## config.mk

```make
export PLATFORM = sky130hd
export DESIGN_NAME = bg_requester
export DESIGN_NICKNAME = d
export VERILOG_FILES = /design/src/rtl/bg_requester.sv
export SDC_FILE = /design/constraint.sdc
export NUM_CORES = 1
export LEC_CHECK = 0
export BUFFER_PORTS_ARGS = -buffer_cell sky130_fd_sc_hd__buf_2
export CAP_MARGIN = 20
export CORE_MARGIN = 3
export CORE_UTILIZATION = 55
export DETAILED_ROUTE_END_ITERATION = 7
export GPL_ROUTABILITY_DRIVEN = 0
export HOLD_SLACK_MARGIN = 0.15
export PLACE_DENSITY = 0.78
export SKIP_CTS_REPAIR_TIMING = 1
export SLEW_MARGIN = 20
export SYNTH_ARGS = -nofsm -noshare
export SYNTH_HDL_FRONTEND = slang
export SYNTH_SLANG_ARGS = --single-unit
```

## constraint.sdc

```tcl
create_clock -name clk -period 2.8 [get_ports clk]
set_clock_uncertainty 0.2 [all_clocks]
set_input_delay 0.28 -clock clk [delete_from_list [all_inputs] [get_ports clk]]
set_output_delay 0.28 -clock clk [all_outputs]
set_load 0.1 [all_outputs]
```

## src/rtl/bg_requester.sv

```systemverilog
// rtl/bg_requester.sv - bankgroup burst requester with in-order response FIFO
module bg_requester #(
  parameter int A_W       = 10,
  parameter int LEN_W     = 10,
  parameter int RSP_DEPTH = 4
) (
  input  logic             clk,
  input  logic             rst_n,
  input  logic             cmd_valid,
  output logic             cmd_ready,
  input  logic             cmd_write,
  input  logic             cmd_flush,
  input  logic             cmd_pattern,
  input  logic [1:0]       cmd_fifo_sel,
  input  logic [A_W-1:0]   cmd_addr,
  input  logic [LEN_W-1:0] cmd_len,
  input  logic             wdata_valid,
  output logic             wdata_ready,
  input  logic [31:0]      wdata,
  output logic             rdata_valid,
  input  logic             rdata_ready,
  output logic [31:0]      rdata,
  output logic             bg_en,
  output logic             bg_we,
  output logic             bg_re,
  output logic             bg_flush,
  output logic             bg_pattern,
  output logic [1:0]       bg_fifo_sel,
  output logic [A_W-1:0]   bg_addr,
  output logic [31:0]      bg_din,
  input  logic [32:0]      bg_dout_bus,
  output logic             busy,
  output logic             done,
  output logic             err_overflow,
  output logic             err_stray
);
  localparam int PW = $clog2(RSP_DEPTH);
  localparam int CW = PW + 1;
  localparam int SW = CW + 1;
  localparam logic [CW-1:0] DEPTH_C = CW'(RSP_DEPTH);
  localparam logic [SW-1:0] DEPTH_S = SW'(RSP_DEPTH);

  typedef enum logic [2:0] {IDLE, FLUSH, WRITE, READ, DRAIN} state_t;

  state_t           state_q, state_d;
  logic [LEN_W-1:0] len_q, beat_q;
  logic [A_W-1:0]   cur_addr_q;
  logic [CW-1:0]    outst_q, cnt_q;
  logic [PW-1:0]    wr_ptr_q, rd_ptr_q;
  logic [31:0]      mem [RSP_DEPTH];

  logic accept, wr_issue, rd_issue, flush_issue, done_d, last_beat, issue;
  logic rsp_valid, rsp_accept, stray, pop, push_ok, overflow;
  logic [SW-1:0] occupancy;

  assign last_beat = (beat_q == len_q - LEN_W'(1));
  assign occupancy = SW'(outst_q) + SW'(cnt_q);
  assign issue     = wr_issue | rd_issue;

  always_comb begin
    state_d     = state_q;
    accept      = 1'b0;
    wr_issue    = 1'b0;
    rd_issue    = 1'b0;
    flush_issue = 1'b0;
    done_d      = 1'b0;
    case (state_q)
      IDLE: begin
        if (cmd_valid) begin
          accept = 1'b1;
          if (cmd_flush)            state_d = FLUSH;
          else if (cmd_len == '0)   done_d  = 1'b1;
          else if (cmd_write)       state_d = WRITE;
          else                      state_d = READ;
        end
      end
      FLUSH: begin
        flush_issue = 1'b1;
        done_d      = 1'b1;
        state_d     = IDLE;
      end
      WRITE: begin
        if (wdata_valid) begin
          wr_issue = 1'b1;
          if (last_beat) begin
            state_d = IDLE;
            done_d  = 1'b1;
          end
        end
      end
      READ: begin
        // Never let in-flight reads exceed the space left in the response FIFO.
        if (occupancy < DEPTH_S) begin
          rd_issue = 1'b1;
          if (last_beat) state_d = DRAIN;
        end
      end
      DRAIN: begin
        if (outst_q == '0) begin
          state_d = IDLE;
          done_d  = 1'b1;
        end
      end
      default: state_d = IDLE;
    endcase
  end

  always_ff @(posedge clk or negedge rst_n) begin
    if (!rst_n) begin
      state_q     <= IDLE;
      done        <= 1'b0;
      len_q       <= '0;
      beat_q      <= '0;
      cur_addr_q  <= '0;
      bg_pattern  <= 1'b0;
      bg_fifo_sel <= '0;
      bg_en       <= 1'b0;
      bg_we       <= 1'b0;
      bg_re       <= 1'b0;
      bg_flush    <= 1'b0;
      bg_addr     <= '0;
      bg_din      <= '0;
    end else begin
      state_q  <= state_d;
      done     <= done_d;
      bg_en    <= issue;
      bg_we    <= wr_issue;
      bg_re    <= rd_issue;
      bg_flush <= flush_issue;
      if (accept) begin
        len_q       <= cmd_len;
        beat_q      <= '0;
        cur_addr_q  <= cmd_addr;
        bg_pattern  <= cmd_pattern;
        bg_fifo_sel <= cmd_fifo_sel;
      end else if (issue) begin
        beat_q <= beat_q + LEN_W'(1);
        if (!bg_pattern) cur_addr_q <= cur_addr_q + A_W'(1);
      end
      if (issue)    bg_addr <= cur_addr_q;
      if (wr_issue) bg_din  <= wdata;
    end
  end

  assign rsp_valid  = bg_dout_bus[32];
  assign rsp_accept = rsp_valid && (outst_q != '0);
  assign stray      = rsp_valid && (outst_q == '0);
  assign pop        = (cnt_q != '0) && rdata_ready;
  assign push_ok    = rsp_accept && ((cnt_q != DEPTH_C) || pop);
  assign overflow   = rsp_accept && (cnt_q == DEPTH_C) && !pop;

  always_ff @(posedge clk or negedge rst_n) begin
    if (!rst_n) begin
      outst_q      <= '0;
      cnt_q        <= '0;
      wr_ptr_q     <= '0;
      rd_ptr_q     <= '0;
      err_stray    <= 1'b0;
      err_overflow <= 1'b0;
    end else begin
      case ({rd_issue, rsp_accept})
        2'b10:   outst_q <= outst_q + CW'(1);
        2'b01:   outst_q <= outst_q - CW'(1);
        default: outst_q <= outst_q;
      endcase
      case ({push_ok, pop})
        2'b10:   cnt_q <= cnt_q + CW'(1);
        2'b01:   cnt_q <= cnt_q - CW'(1);
        default: cnt_q <= cnt_q;
      endcase
      if (push_ok) wr_ptr_q <= wr_ptr_q + PW'(1);
      if (pop)     rd_ptr_q <= rd_ptr_q + PW'(1);
      err_stray    <= err_stray | stray;
      err_overflow <= err_overflow | overflow;
    end
  end

  always_ff @(posedge clk) begin
    if (push_ok) mem[wr_ptr_q] <= bg_dout_bus[31:0];
  end

  assign rdata_valid = (cnt_q != '0);
  assign rdata       = rdata_valid ? mem[rd_ptr_q] : '0;
  assign cmd_ready   = (state_q == IDLE);
  assign wdata_ready = (state_q == WRITE);
  assign busy        = (state_q != IDLE);
endmodule

```

# Word-level counts from Yosys, hierarchy flattened
# Memory sizes are Yosys's and may differ from the RTL's.
# Index checks and enable logic that the tools add are counted.
dict set report op_classes {
  n_addsub 10
  multipliers 0
  n_div 0
  magnitude_cmp 1
  eq_ne 19
  n_shift 0
  mux 34
  bitwise 3
  n_reduce_logical 19
}
# operator count
set op_table {}
lappend op_table {{$mux 10} 5}
lappend op_table {{$mux 32} 1}
lappend op_table {{$mux 3} 8}
lappend op_table {{$add 10x1->10 const B} 2}
lappend op_table {{$mux 1} 16}
lappend op_table {{$pmux 3 s2} 2}
lappend op_table {{$pmux 3 s4} 1}
lappend op_table {{$eq 10x10->1} 1}
lappend op_table {{$logic_not 10->1} 1}
lappend op_table {{$ne 2x2->1 const B} 5}
lappend op_table {{$sub 10x1->10 const B} 1}
lappend op_table {{$reduce_bool 3->1} 3}
lappend op_table {{$reduce_and 7->1} 1}
lappend op_table {{$add 3x1->3 const B} 2}
lappend op_table {{$eq 3x2->1 const B} 2}
lappend op_table {{$eq 3x3->1 const B} 2}
lappend op_table {{$logic_and 1x1->1} 6}
lappend op_table {{$logic_not 3->1} 2}
lappend op_table {{$ne 3x3->1 const B} 2}
lappend op_table {{$reduce_bool 2->1} 3}
lappend op_table {{$sub 3x1->3 const B} 2}
lappend op_table {{$add 2x1->2 const B} 2}
lappend op_table {{$add 3x3->4} 1}
lappend op_table {{$eq 2x1->1 const B} 2}
lappend op_table {{other kinds (9)} 13}
dict set report totals {
  ff_bits 95
  latch_bits 0
  ram_bits 128
  mem_bits_ro 0
  inputBits 95
  output_inout_bits 88
  elab_cells 106
  mem_count 1
}
# name depth word_bits rd rd_ports_with_merged_regs wr line
set mem_list {}
lappend mem_list {mem 4 32 1 0 1 50} ;# logic [31:0] mem [RSP_DEPTH];

# Logic depth before layout (Yosys ltp)
dict set report depth {
  ltp_word 7
  mapped_depth 11
  mapped_depth_nobuf 11
}

# Least setup slack after synthesis
# OpenSTA, ideal clock, no wires.
dict set report synth_timing {
  path_type {reg2out}
  start {reg state_q[1]}
  end {out busy}
  arrival_ps 3996
  required_time_ps 2320
  path_slack_ps -1676
  stages_incl_launch_ff 4
  n_path_buf 1
  cell_sequence {dfrtp_1 clkbuf_1 nor3_1 inv_1}
}
dict set report synth_between {
  elab_chain_len 1
}
# item line
set synth_rtl {}
lappend synth_rtl {{from (decl)} 45} ;# state_t state_q, state_d;
lappend synth_rtl {{from (signal assigned)} 124} ;# state_q <= state_d;
lappend synth_rtl {{$reduce_bool 3->1} 186} ;# assign busy = (state_q != IDLE);
lappend synth_rtl {{to (decl)} 32} ;# output logic busy,
# No other way between the ends.

# Worst setup path in the final report
dict set report layout_timing {
  start {reg rd_ptr_q[0]}
  end {out rdata[25]}
}
dict set report layout_between {
  elab_chain_len 2
}
# item line
set layout_rtl {}
lappend layout_rtl {{from (decl)} 49} ;# logic [PW-1:0] wr_ptr_q, rd_ptr_q;
lappend layout_rtl {{from (signal assigned)} 172} ;# if (pop) rd_ptr_q <= rd_ptr_q + PW'(1);
lappend layout_rtl {{$mem_v2 4x32} n/a}
lappend layout_rtl {{$mux 32} 183} ;# assign rdata = rdata_valid ? mem[rd_ptr_q] : '0;
lappend layout_rtl {{to (decl)} 22} ;# output logic [31:0] rdata,
# No other way between the ends.

==> reports/qor.yml <==
logic_synthesis:
  synth_top_family_by_area: "multiplexers"
  syn_avg_cell_area_sq_um: 14.8
  yosys.area_share.adder_pct: 1.76
  synth_compound_area_share_pct: 2.96
  synth-xor-area-share_pct: 3.08
  ys_seq_area_share_pct: 66.2
  synthSimpleGateAreaFrac_pct: 10.9
  ys.flop_type: "edfxtp_1"
  syn_area_sq_um: 9400
  synthArstFlopShare_pct: 42.6
  ys_top_cells_by_area: "edfxtp_1, dfrtp_1, mux4_2, mux2_2, xnor2_1"
  synthDistinctLibCells: 50
  yosysWarnings: 0
  synth_fp_nets: 740
  synth.largest_area_cell: "edfxtp_1"
  synth_seq_cells: 223
  synth.top_cell.area_share_pct: 40.9
  synth_edf_count: 128
  netlist_instances: 633
  synthMuxAreaShare_pct: 13.1
cells_and_area:
  finalNetCount: 1025
  syn_to_final_growth_pct: 36.2
  post-route-util_pct: 76.9
  drive_gt1_share_pct: 33.0
  fillCellCount: 906
  diodes: 0
floorplan:
  die_h_microns: 137
  die_x_microns: 137
  coreArea_sq_um: 16600
  die-area_sq_um: 18700
  row_count: 47
  initial_utilization_pct: 56.5
  io_pins: 183
placement:
  hpwl_microns: 14200
  portBuffers: 182
clock_network:
  cts_buffers: 22
  htreeDepth: 1
  clockBufferDepth: 3
  ctsRootBufferMaster: "clkbuf_16"
  cts.sinks: 223
  clkLatencyLatePin_ns: 0.50
  cts_tree: "built"
  path_clk_slew_ns: 0.06
grt:
  gr-total-overflow: 0
  grt_pass1_wl_microns: 33700
  grt_util_met2_pct: 39.9
  grtUsageMet3_pct: 5.29
  busiest_layer: "met2"
  grt_start_max_net_pins: 54
  use_met1_pct: 29.0
  antenna_found_initial: 1
  track_usage_pct: 23.4
  grt_pass1_vias: 6475
critical_path:
  crit_type: "reg2out"
  critPathArrivalTime_ns: 2.21
  crit_required_ns: 2.32
  end_kind: "output port"
  crit_path_start_kind: "register"
  cp_max_fo: 32
job:
  drv_cap: 0
timing:
  maxSlewViolCount: 0
  setup_viol: 0
  fin_setup_tns_ns: 0
  fin_crit_ns: 2.69
  post-route-period-util_pct: 96.0
  relSlewSlack_pct: 53.1
  worst_pin_slew_ns: 0.703
  clock.fmax_mhz: 372
  finalHoldViolations: 0
  rsz0062_at_grt: "false"
route:
  drtIter0Drc: 436
  ant_nets: 0
  via_count: 6460
  post-route-drc-count: 0
  vias_per_cell: 5.60
  post_drt_wl_per_cell_microns: 20.1
  routed_wl_microns: 23100
  firstDrtPassIters: 5
status:
  status: "completed"
min_path:
  hold_class: "in2async"
==> worst max-delay path, stage by stage (launching register included) <==
cell and delay [ns]:
dfrtp_2 0.41, buf_12 0.28, mux4_2 0.62, and2_1 0.22, buf_12 0.17
==> metrics by stage <==
| stage | std cells | instance area [sq um] | hold slack (ns) | setup slack, ns |
|---|---|---|---|---|
| 2_1_floorplan | 633 | 9410 | -0.216 | 0.0264 |
| 3_3_place_gp | 1019 | 11100 | 0.158 | 0.428 |
| 3_5_place_dp | 1019 | 11100 | 0.168 | 0.291 |
| 4_1_cts | 1059 | 11800 | -0.355 | 0.0748 |
| 5_1_grt | 1154 | 12800 | 0.232 | 0.0400 |
| 6_report | 1154 | 12800 | 0.182 | 0.113 |
==> path summary, 6_finish.rpt <==
kind / from / endpoint / slack [ns] / cells past startpoint
max in group asynchronous: rst_n / bg_din[24] / 1.55 / 3
worst max-delay path: rd_ptr_q[0] / rdata[25] / 0.11 / 4
min in group clk: err_stray / err_stray / 0.25 / 1
worst min register to register: err_stray / err_stray / 0.25 / 1
worst max register to register: cnt_q[2] / outst_q[1] / 0.26 / 9
worst min-delay path: rst_n / bg_fifo_sel[0] / 0.18 / 2
==> synth_stat cells, types with 2 or more instances <==
cell type / number
mux4_2: 32
nand3_1: 10
a31oi_1: 3
clkbuf_1: 26
xor2_1: 5
buf_1: 3
or3_1: 5
a21oi_1: 9
o41ai_1: 2
and3_1: 3
edfxtp_1: 128
o21ai_0: 16
a21o_1: 3
ha_1: 10
and4_1: 3
nand2_1: 60
nor2_1: 20
and2_1: 38
nor4b_1: 5
dfrtp_1: 95
or4_1: 2
nor2b_1: 6
xnor2_1: 28
nand4_1: 2
inv_1: 17
mux2_2: 42
mux2i_1: 4
fa_1: 2
nor3_1: 13
nand2b_1: 3
o31ai_1: 2
buf_2: 3
nor4_1: 16
==> placed cells by master, fill, tap and decap left out, types with 3 or more instances in the layout <==
cell type and n:
xor2_1 5, clkbuf_1 7, nor4_1 16, buf_2 149
xnor2_1 28, buf_4 12, o21ai_0 16, inv_1 17
mux2i_1 4, nor3_1 12, a31oi_1 3, dlygate4sd3_1 95
ha_1 10, and2_1 38, edfxtp_1 128, a21oi_1 9
a21o_1 3, mux2_2 42, nand2_1 60, or3_1 5
nand3_1 10, nor4b_1 5, mux4_2 32, nand2b_1 3
clkinv_1 3, dfrtp_1 94, and4_1 3, nor2b_1 6
nor2_1 20, clkbuf_16 24, and3_1 3, buf_12 37
==> final cells by class <==
class                      instances  area (sq um)  share of cell area (%)
sequential                       223          6220                    48.6
multi-input combinational        361          3000                    23.4
timing repair buffer             293          2530                    19.8
clock buffer                      33           648                    5.07
tap                              220           275                    2.15
inverter                          17          63.8                   0.499
clock inverter                     7          60.1                   0.469
==> cell families after synthesis <==
kind of cell    count (synthesis)
buf+inv                        49
fa+ha+maj                      12
flops                         223
simple gates                  194
compound gates                 44
xor+xnor                       33
mux                            78
==> sequential cells by signal, indices dropped and copies added, names as in the netlist, 2 cells and up <==
| signal | count |
|---|---|
| rd_ptr_q | 2 |
| bg_addr | 10 |
| state_q | 3 |
| wr_ptr_q | 2 |
| mem | 128 |
| cnt_q | 3 |
| beat_q | 10 |
| cur_addr_q | 10 |
| outst_q | 3 |
| bg_din | 32 |
| len_q | 10 |
| bg_fifo_sel | 2 |
==> routing by layer <==
metal,part of all wire (%),vias up
li1,-,2898
met1,38,3197
met2,50,310
met3,7.5,53
met4,4.2,2
met5,0.030,-
Power is left out: the tool's default activity adds up to more than one toggle a clock period on the data nets, which glitch-free logic cannot reach.
